$ cat src/rtl/la_paritychk.sv
`default_nettype none
// ============================================================================
//  Module      : la_paritychk
//  Description : Two-stage valid/ready parity checker with sticky error flag
//                and saturating error counter.
//  Revision    : 1.0  initial release
// ============================================================================
module la_paritychk #(
    parameter         PROP = "DEFAULT",
    parameter int     DW   = 8,
    parameter int     ODD  = 0,
    parameter int     CW   = 8
) (
    input  logic          clk,
    input  logic          reset,
    input  logic          in_valid,
    output logic          in_ready,
    input  logic [DW-1:0] in_data,
    input  logic          in_par,
    output logic          out_valid,
    input  logic          out_ready,
    output logic [DW-1:0] out_data,
    output logic          out_err,
    output logic          err_sticky,
    output logic [CW-1:0] err_count,
    input  logic          clear
);

    // Number of 3-bit groups covering {in_par, in_data}, last one zero-padded.
    localparam int       C_NG  = (DW + 3) / 3;
    localparam int       C_PW  = 3 * C_NG;
    localparam logic     C_ODD = (ODD != 0);
    localparam logic [CW-1:0] C_CNT_MAX = '1;

    logic            r_s1_valid;
    logic [DW-1:0]   r_s1_data;
    logic [C_NG-1:0] r_s1_pp;
    logic            r_s2_valid;
    logic [DW-1:0]   r_s2_data;
    logic            r_s2_err;
    logic            r_err_sticky;
    logic [CW-1:0]   r_err_count;

    logic            w_s2_load;
    logic            w_in_xfer;
    logic            w_out_xfer;
    logic            w_parity;
    logic [C_PW-1:0] w_grp;
    logic [C_NG-1:0] w_pp;

    // Technology-mapping tag only; no functional use.
    generate
        if ($bits(PROP) == 0) begin : g_prop_empty
        end
    endgenerate

    always_comb begin
        w_grp       = '0;
        w_grp[DW:0] = {in_par, in_data};
    end

    generate
        for (genvar g = 0; g < C_NG; g++) begin : g_pp
            assign w_pp[g] = ^w_grp[3*g +: 3];
        end
    endgenerate

    assign w_parity   = ^r_s1_pp;
    assign w_s2_load  = ~r_s2_valid | out_ready;
    assign in_ready   = ~r_s1_valid | w_s2_load;
    assign w_in_xfer  = in_valid & in_ready;
    assign w_out_xfer = r_s2_valid & out_ready;

    // Stage 1: capture word and per-group partial parities.
    always_ff @(posedge clk or posedge reset) begin
        if (reset) begin
            r_s1_valid <= 1'b0;
        end else if (in_ready) begin
            r_s1_valid <= in_valid;
        end
    end

    always_ff @(posedge clk) begin
        if (w_in_xfer) begin
            r_s1_data <= in_data;
            r_s1_pp   <= w_pp;
        end
    end

    // Stage 2: fold partial parities into the final error flag.
    always_ff @(posedge clk or posedge reset) begin
        if (reset) begin
            r_s2_valid <= 1'b0;
            r_s2_err   <= 1'b0;
        end else if (w_s2_load) begin
            r_s2_valid <= r_s1_valid;
            if (r_s1_valid) begin
                r_s2_err <= w_parity ^ C_ODD;
            end
        end
    end

    always_ff @(posedge clk) begin
        if (w_s2_load & r_s1_valid) begin
            r_s2_data <= r_s1_data;
        end
    end

    // Clear wins over an errored transfer in the same cycle.
    always_ff @(posedge clk or posedge reset) begin
        if (reset) begin
            r_err_sticky <= 1'b0;
            r_err_count  <= '0;
        end else if (clear) begin
            r_err_sticky <= 1'b0;
            r_err_count  <= '0;
        end else if (w_out_xfer & r_s2_err) begin
            r_err_sticky <= 1'b1;
            if (r_err_count != C_CNT_MAX) begin
                r_err_count <= r_err_count + 1'b1;
            end
        end
    end

    assign out_valid  = r_s2_valid;
    assign out_data   = r_s2_data;
    assign out_err    = r_s2_valid & r_s2_err;
    assign err_sticky = r_err_sticky;
    assign err_count  = r_err_count;

endmodule
`default_nettype wire

$ cat config.mk
export PLATFORM = sky130hd
export DESIGN_NAME = la_paritychk
export DESIGN_NICKNAME = d
export VERILOG_FILES = /design/src/rtl/la_paritychk.sv
export SDC_FILE = /design/constraint.sdc
export NUM_CORES = 1
export LEC_CHECK = 0
export ABC_AREA = 0
export BUFFER_PORTS_ARGS = -buffer_cell sky130_fd_sc_hd__buf_4
export CAP_MARGIN = 20
export CORE_MARGIN = 2
export CORE_UTILIZATION = 55
export DETAILED_ROUTE_END_ITERATION = 10
export GPL_TIMING_DRIVEN = 0
export PLACE_DENSITY = 0.83
export SETUP_SLACK_MARGIN = 0.2
export SLEW_MARGIN = 20
export SYNTH_ARGS = -nofsm -noshare
export SYNTH_HDL_FRONTEND = slang
export SYNTH_SLANG_ARGS = --single-unit
$ cat constraint.sdc
create_clock -name clk -period 3.3 [get_ports clk]
set_input_delay 0.165 -clock clk [delete_from_list [all_inputs] [get_ports clk]]
set_output_delay 0.165 -clock clk [all_outputs]
set_load 0.01 [all_outputs]
==> results of run 1 <==
==> cell families (layout without fill, tap and decap cells) <==
kind of cell               count (synthesis)  count (layout)  share of synthesized area, %
AOI/OAI and AO/OA                         12              12                          7.66
xor gates and xnor gates                   8               8                          5.36
adders and majority gates                  1               1                         0.958
buffers and inverters                      3              45                          1.44
DFF                                       31              31                          66.7
muxes                                      4               4                          3.64
and+or+nand+nor                           30              30                          14.3
==> area by class of cell <==
type | count | area (µm²) | share of cell area (%)
multi-input combinational | 55 | 417 | 25.3
buffer | 2 | 15.0 | 0.911
timing repair buffer | 34 | 258 | 15.6
tap | 28 | 35.0 | 2.13
inverter | 1 | 3.75 | 0.228
clock buffer | 8 | 48.8 | 2.96
sequential | 31 | 871 | 52.8
==> sequential cells by signal, indices dropped and copies added (netlist names) <==
name,cells
r_s2_err,1
err_sticky,1
r_s1_data,8
out_valid,1
r_s1_valid,1
err_count,8
out_data,8
r_s1_pp,3
==> power groups by stage <==
| stage | clock [µW] | combinational [µW] | sequential, µW |
|---|---|---|---|
| after floorplan | 0 | 67.4 | 475 |
| after global placement | 0 | 124 | 470 |
| after detailed placement | 0 | 129 | 472 |
| after CTS | 200 | 130 | 464 |
| after global routing | 214 | 142 | 467 |
| final | 193 | 128 | 463 |
==> layer usage <==
layer,up-vias,GRT usage [%]
li1,417,-
met1,413,18.5
met2,34,31.5
met3,5,8.57
met4,0,10.3
met5,-,0
==> synthesized netlist by cell type, drive strengths merged <==
master   number  area share (%)
nand2b        5             2.4
xnor2         8             5.4
dfrtp        12              23
nand2         1            0.29
nor2          5             1.4
a31oi         2            0.96
a211oi        1            0.96
clkbuf        1            0.29
nor3          2            0.77
buf           1            0.86
ha            1            0.96
o2111ai       1            0.67
inv           1            0.29
nand3         2             1.1
mux2i         1            0.77
o21a          1            0.67
and2          7             3.4
a41oi         1            0.67
mux2          3             2.9
a41o          1            0.77
nand4         1            0.96
a21oi         2            0.77
a311oi        2             1.3
o2111a        1            0.86
and3          3             1.8
nand3b        1            0.57
edfxtp       19              44
nor2b         3             1.4
==> worst paths after layout <==
path                               from            to  slack, ps  cells after the start
min in group asynchronous         reset  err_count[5]        410                      3
setup reg to reg           err_count[0]  err_count[4]       1780                      4
max in group asynchronous         reset  err_count[0]       2590                      3
hold reg to reg            r_s1_data[4]   out_data[4]        430                      0
setup / recovery           err_count[0]  err_count[4]       1780                      4
hold / removal               in_data[7]  r_s1_data[7]         40                      1
==> critical path, delay by kind of cell (launching register included) <==
kind,cells,cell delay [ps]
DFF,1,420
adders and majority gates,1,250
muxes,1,350
and+or+nand+nor,1,240
AOI/OAI and AO/OA,1,140
==> through the flow <==
| stage | cells | total power [µW] |
|---|---|---|
| final | 159 | 785 |
| after detailed placement | 150 | 601 |
| after CTS | 159 | 793 |
| after global placement | 150 | 594 |
| after floorplan | 89 | 542 |
| after global routing | 159 | 823 |
==> metrics.md, run 1 <==
| Metric | Value |
|---|---|
| Run status | complete, no violations |
| Final net count | 145 |
| Startpoint Class | flop |
| ANT cells | 0 |
| Rows | 17 |
| CTS buffer count | 5 |
| Syn. warnings | 0 |
| Met1 wire length | ~870 µm |
| Area delta synth->final | 26.1% |
| Synth Cell Area | ~1300 µm² |
| 1st-pass router iterations | 4 |
| Syn_nets | between 100 and 150 |
| Distinct cell type count of the synthesized netlist | 32 |
| Sequential share of the synthesized area | approximately two thirds |
| # resized after CTS | 0 |
| CP Capture Type | flop |
| Min Hold Slack | about 43 ps |
| Final instance area | about 1600 µm² |
| Die Wd | between 50 and 60 µm |
| Cts hold-fix bufs | 1 |
| DRT iter0 DRCs | 15 |
| Period utilisation layout | between 40% and 50% |
| Initial core utilization | between 50% and 60% |
| Worst path max stage delay | 420 ps |
| Antenna-violating nets left | 0 |
| Minimum clock period | about 1500 ps |
| DR top layer | met4 |
| Io pins | 34 |
| Port bufs | 33 |
| Avg Synthesized Cell Area | ~15 µm² |
| Setup Buffers After CTS | 0 |
| FILL cells | approximately 150 |
| Pwr/cell area | 476 nW/µm² |
| Clock Tree Root | clkbuf_4 |
| Fin Clk Skew | between 2 and 2.5 ps |
| Total Wirelength | 2190 µm |
| Via Count | around 870 |
| Setup TNS | 0 ps |
| Placed cell area | approximately 1600 µm² |
| Crit path cell chain | ha_1, and2_2, o2111ai_1, mux2_1 |
| Number of synthesized register bits | 31 |
| Commonest non-fill, non-tap cell in the layout | buf_4 |
| Number of global-route vias before repair | 830 |
| Hold Crit Class | input pin to flop |
| Met3 wire length | ~170 µm |
| Met2 wire length | approximately 1100 µm |
| Maximum VDD drop | 390 µV |
| Die Ht | around 53 µm |
| Critical Path Fanout Max | 5 |
| Most frequent cells in the layout | 33 x buf_4, 19 x edfxtp_1, 12 x dfrtp_1 |
| Cells after Synth | roughly 90 |
| Worst EP required | between 3000 and 4000 ps |
| Final hold vios | 0 |
| Largest net degree at the start of global routing | 13 |
| RSZ-0062 raised after global routing | false |
| H-tree depth | 2 |
| Core ar. | 2230 µm² |
| Sinks on Clock Net | 31 |
| Part of the power in the clock network | around a quarter |
| Data arrival, critical path | around 1700 ps |
| Max-cap violations | 0 |
| Seq pwr share | around 59% |
| Gate power share | between 10% and 20% |
| Post-Place Setup Slack | ~1800 ps |
| Gp weighted congestion | 0.816 |
| Pins Over Slew Limit | 0 |
| GRT Util Overall | between 10% and 20% |
| CTS clk-pin slew, worst paths | about 80 ps |
| Clk Latency, worst-skew pair | roughly 310 ps |
| First-pass GRT wire length | around 3500 µm |
| WL per Instance | between 10 and 15 µm |
| HPWL after DPL | 1640 µm |
| Sw Share | between 20% and 30% |
| Net Sw Power | about 180 µW |
| Least-Margin Pin Slew | roughly 500 ps |
| Vias per cell | around 5.5 |
| Initial antenna violation count | 0 |
| Die area | roughly 2800 µm² |
| DRC | 0 |
| Finish-stage setup viols | 0 |
| Max-slew headroom | between 60 and 70% |
| Final core occ | between 70% and 80% |
| Crit Path Category | flop to flop |
| Internal power | between 600 and 700 µW |
| CTS tree | done |
| Final WS setup | 1780 ps |
| Fmax | about 660 MHz |
| GRT overflow | 0 |
| Fraction of layout cells with a size suffix above 1 | around a third |
| Clk buf depth | 2 |
| P_leak | about 0.00069 µW |
| Slowest cell on the critical path | dfrtp_1 |
No activity file was read; power rests on OpenSTA's default activity.
==> run 2: changes to the inputs <==
--- a/config.mk
+++ b/config.mk
@@ -5,14 +5,14 @@
 export SDC_FILE = /design/constraint.sdc
 export NUM_CORES = 1
 export LEC_CHECK = 0
-export ABC_AREA = 0
+export ABC_AREA = 1
 export BUFFER_PORTS_ARGS = -buffer_cell sky130_fd_sc_hd__buf_4
 export CAP_MARGIN = 20
 export CORE_MARGIN = 2
-export CORE_UTILIZATION = 55
+export CORE_UTILIZATION = 46
 export DETAILED_ROUTE_END_ITERATION = 10
 export GPL_TIMING_DRIVEN = 0
-export PLACE_DENSITY = 0.83
+export PLACE_DENSITY = 0.74
 export SETUP_SLACK_MARGIN = 0.2
 export SLEW_MARGIN = 20
 export SYNTH_ARGS = -nofsm -noshare
==> constraint.sdc (replaced) <==
create_clock -name clk -period 1.3 [get_ports clk]
set_input_delay 0.065 -clock clk [delete_from_list [all_inputs] [get_ports clk]]
set_output_delay 0.065 -clock clk [all_outputs]
set_load 0.01 [all_outputs]
==> metrics.md, run 2 <==
| Metric | Value |
|---|---|
| First-pass GRT wire length | 4250 µm (+22%) |
| Critical R2R Launch | err_count[0] |
| CTS buffer count | 5 (unchanged) |
| GRT Util Overall | 17.6% (-0.96 points) |
| Gate power share | 22.0% (+5.7 points) |
| Final net count | 196 (+35%) |
| Area delta synth->final | 48.9% |
| Rows | 19 (+2) |
| Number of flops mapped to enable cells by yosys | 19 (unchanged) |
| Min Hold Slack | 43.4 ps (+0.0181 ps) |
| Yosys top cell area share | 43.3% (-0.37 points) |
| Area leader, netlist | edfxtp_1 |
| Fraction of layout cells with a size suffix above 1 | 40.9% (+5.8 points) |
| Number of global-route vias before repair | 1012 (+22%) |
| Least-Margin Pin Slew | 471 ps (-27.4 ps) |
| Final core occ | 71.8% (-2.0 points) |
| CTS tree | done |
| Fin Clk Skew | 2.65 ps (+0.476 ps) |
| Max-cap violations | 0 (unchanged) |
| Maximum VDD drop | 897 µV (+130%) |
| Slowest cell on the critical path | dfrtp_1 |
| Initial core utilization | 48.2% (-10 points) |
| Data arrival, critical path | 1570 ps (-150 ps) |
| Final hold vios | 0 (unchanged) |
| Fmax | 763 MHz (+16%) |
| Sinks on Clock Net | 31 (unchanged) |
| Clock Tree Root | clkbuf_4 |
| DRC | 0 (unchanged) |
| Syn_nets | 135 (+30%) |
| Number of synthesized register bits | 31 (unchanged) |
| Commonest non-fill, non-tap cell in the layout | buf_4 |
| Pwr/cell area | 1100 nW/µm² (+130%) |
| WL per Instance | 12.6 µm (-8.7%) |
| Sw Share | 26.9% (+3.6 points) |
| Io pins | 34 (unchanged) |
| Run status | complete, but fails checks |
| Crit Path Category | flop to flop |
| Largest net degree at the start of global routing | 13 (unchanged) |
| Worst path max stage delay | 360 ps (-60 ps) |
| Port bufs | 33 (unchanged) |
| Critical Path Fanout Max | 3 (-2) |
| Vias per cell | 4.92 (-10%) |
| Worst EP required | 1560 ps (-1940 ps) |
| Cells after Synth | 120 (+35%) |
| Most frequent cells in the layout | 36 x buf_4, 23 x nand2_1, 19 x edfxtp_1 |
| Met1 wire length | 935 µm (+7.6%) |
| Most numerous cell in the Yosys netlist | nand2_1 |
| Antenna-violating nets left | 0 (unchanged) |
| P_leak | 0.000878 µW (+27%) |
| Internal power | 1580 µW (+160%) |
| Avg Synthesized Cell Area | 11.0 µm² (-25%) |
| Via Count | 1043 (+20%) |
| Hold Crit Class | input pin to flop |
| Final WS setup | -10.2 ps (-1790 ps) |
| Worst reg2reg setup slack | -10 ps (-1790 ps) |
| Ys async rst share | 38.7% (unchanged) |
| Clk Latency, worst-skew pair | 320 ps (about the same) |
| CP Capture Type | flop |
| Distinct cell type count of the synthesized netlist | 22 (-31%) |
| Reg2Reg Depth | 9 (+5) |
| Crit path depth | 9 (+5) |
| Pins Over Slew Limit | 0 (unchanged) |
| Worst setup endpoint | err_count[3] |
| Period utilisation layout | 101% (+55 points) |
| Startpoint Class | flop |
| Clk buf depth | 2 (unchanged) |
| Die Ht | 57.5 µm (+9.1%) |
| Initial antenna violation count | 0 (unchanged) |
| Total Wirelength | 2660 µm (+22%) |
| DRT iter0 DRCs | 32 (+17) |
| Part of the power in the clock network | 22.9% (-1.7 points) |
| Die Wd | 57.5 µm (+9.1%) |
| RSZ-0062 raised after global routing | true |
| Finish-stage setup viols | 1 (+1) |
| Syn. warnings | 0 (unchanged) |
| Minimum clock period | 1310 ps (-212 ps) |
| ANT cells | 0 (unchanged) |
| Met3 wire length | 134 µm (-20%) |
| Die area | 3310 µm² (+19%) |
| HPWL after DPL | 1670 µm (+1.9%) |
| Commonest cells in the netlist | 28 x nand2_1, 19 x edfxtp_1, 12 x dfrtp_1, 12 x inv_1, 9 x nand3_1 |
| 1st-pass router iterations | 4 (unchanged) |
| Sequential share of the synthesized area | 66.1% (-0.57 points) |
| Worst setup startpoint | err_count[0] |
| R2R Path End | err_count[3] |
| Crit path cell chain | ha_2, nand2_4, nor2_4, nand2_2, buf_6, buf_6, nand3_2, nor2_1, nor2_1 |
| Net Sw Power | 581 µW (+220%) |
| Failing checks | setup timing |
| GRT overflow | 0 (unchanged) |
| CTS clk-pin slew, worst paths | 90 ps (about the same) |
| DR top layer | met4 |
| Top cells by area, synth | edfxtp_1 43%, dfrtp_1 23%, nand2_1 8.0% |
| Synth Cell Area | 1320 µm² (+0.86%) |
| Met2 wire length | 1540 µm (+39%) |
| Gp weighted congestion | 0.844 (+3.5%) |
| Top FF cell, synth | edfxtp_1 |
| Max-slew headroom | 68.6% (+1.8 points) |
| H-tree depth | 2 (unchanged) |
| Core ar. | 2730 µm² (+22%) |
| Cell family with the largest share of critical-path delay | simple AND/OR/NAND/NOR gates |
| Crit path buffers/inverters | 2 (+2) |
| Seq pwr share | 55.1% (-3.9 points) |
run 2: how the worst min path moves through the flow:
stage / cells after the start / start / slack [ps] / endpoint
detailed placement: 2 / reset / 110 / err_count[4]
CTS: 2 / in_par / 30 / r_s1_pp[2]
floorplan: 1 / reset / -70 / err_count[0]
finish: 4 / clear / 40 / err_count[2]
global route: 4 / clear / 50 / err_count[2]
global placement: 2 / reset / 110 / err_sticky
run 2: logic make-up (layout without fill, tap and decap cells):
kind of cell	after synthesis	after routing	share of synthesized area, %
buf+inv	16	77	4.65
xor+xnor	7	7	4.65
flops	31	31	66.1
compound gates	12	12	5.51
simple gates	53	53	18.1
fa+ha+maj	1	1	0.950
run 2: final cells by class:
class                   count  area [µm²]
fillers                   191         772
clock inverters             2        8.76
inverters                  16        70.1
well taps                  31        38.8
multi-input cells          73         460
repair inverters            1        7.51
repair buffers             53         467
clock buffers               5        37.5
flip-flops and latches     31         872
run 2: metrics by stage:
step | setup WS (ps) | total power (µW) | cells | TNS, ps | area (µm²)
final | -10.2 | 2160 | 212 | -10.2 | 1960
after global routing | -86.9 | 2270 | 212 | -525 | 1960
after CTS | 5.92 | 2130 | 210 | 0 | 1900
after detailed placement | -71.5 | 1540 | 184 | -322 | 1620
after global placement | -32.9 | 1530 | 184 | -129 | 1620
after floorplan | 35.0 | 1390 | 120 | 0 | 1330
run 2: power groups by stage:
stage	combinational, µW	sequential [µW]	clock [µW]
after global placement	318	1210	0
after detailed placement	327	1210	0
final	476	1190	494
after CTS	433	1190	502
after global routing	519	1200	550
after floorplan	163	1220	0
run 2: what timing repair did:
| action | in CTS | in global routing |
|---|---|---|
| setup endpoints to repair | 27 | 31 |
| resized for setup | 11 | 11 |
| hold endpoints to repair | 21 | 0 |
| buffers inserted | 8 | 2 |
| pin swaps | 4 | 5 |
| gates cloned | 1 | 0 |
| hold buffers | 10 | 0 |
run 2: layer usage:
metal,vias up,track usage (%)
met5,-,0
met4,0,8.64
met3,7,6.35
met2,29,32.1
met1,486,17.2
li1,521,-
run 2: worst reg2reg max path: cells and delay by family (launching register included):
kind                       cells  cell delay (ps)
and+or+nand+nor                6              460
buffers and inverters          2              220
adders and majority gates      1              210
DFF                            1              360
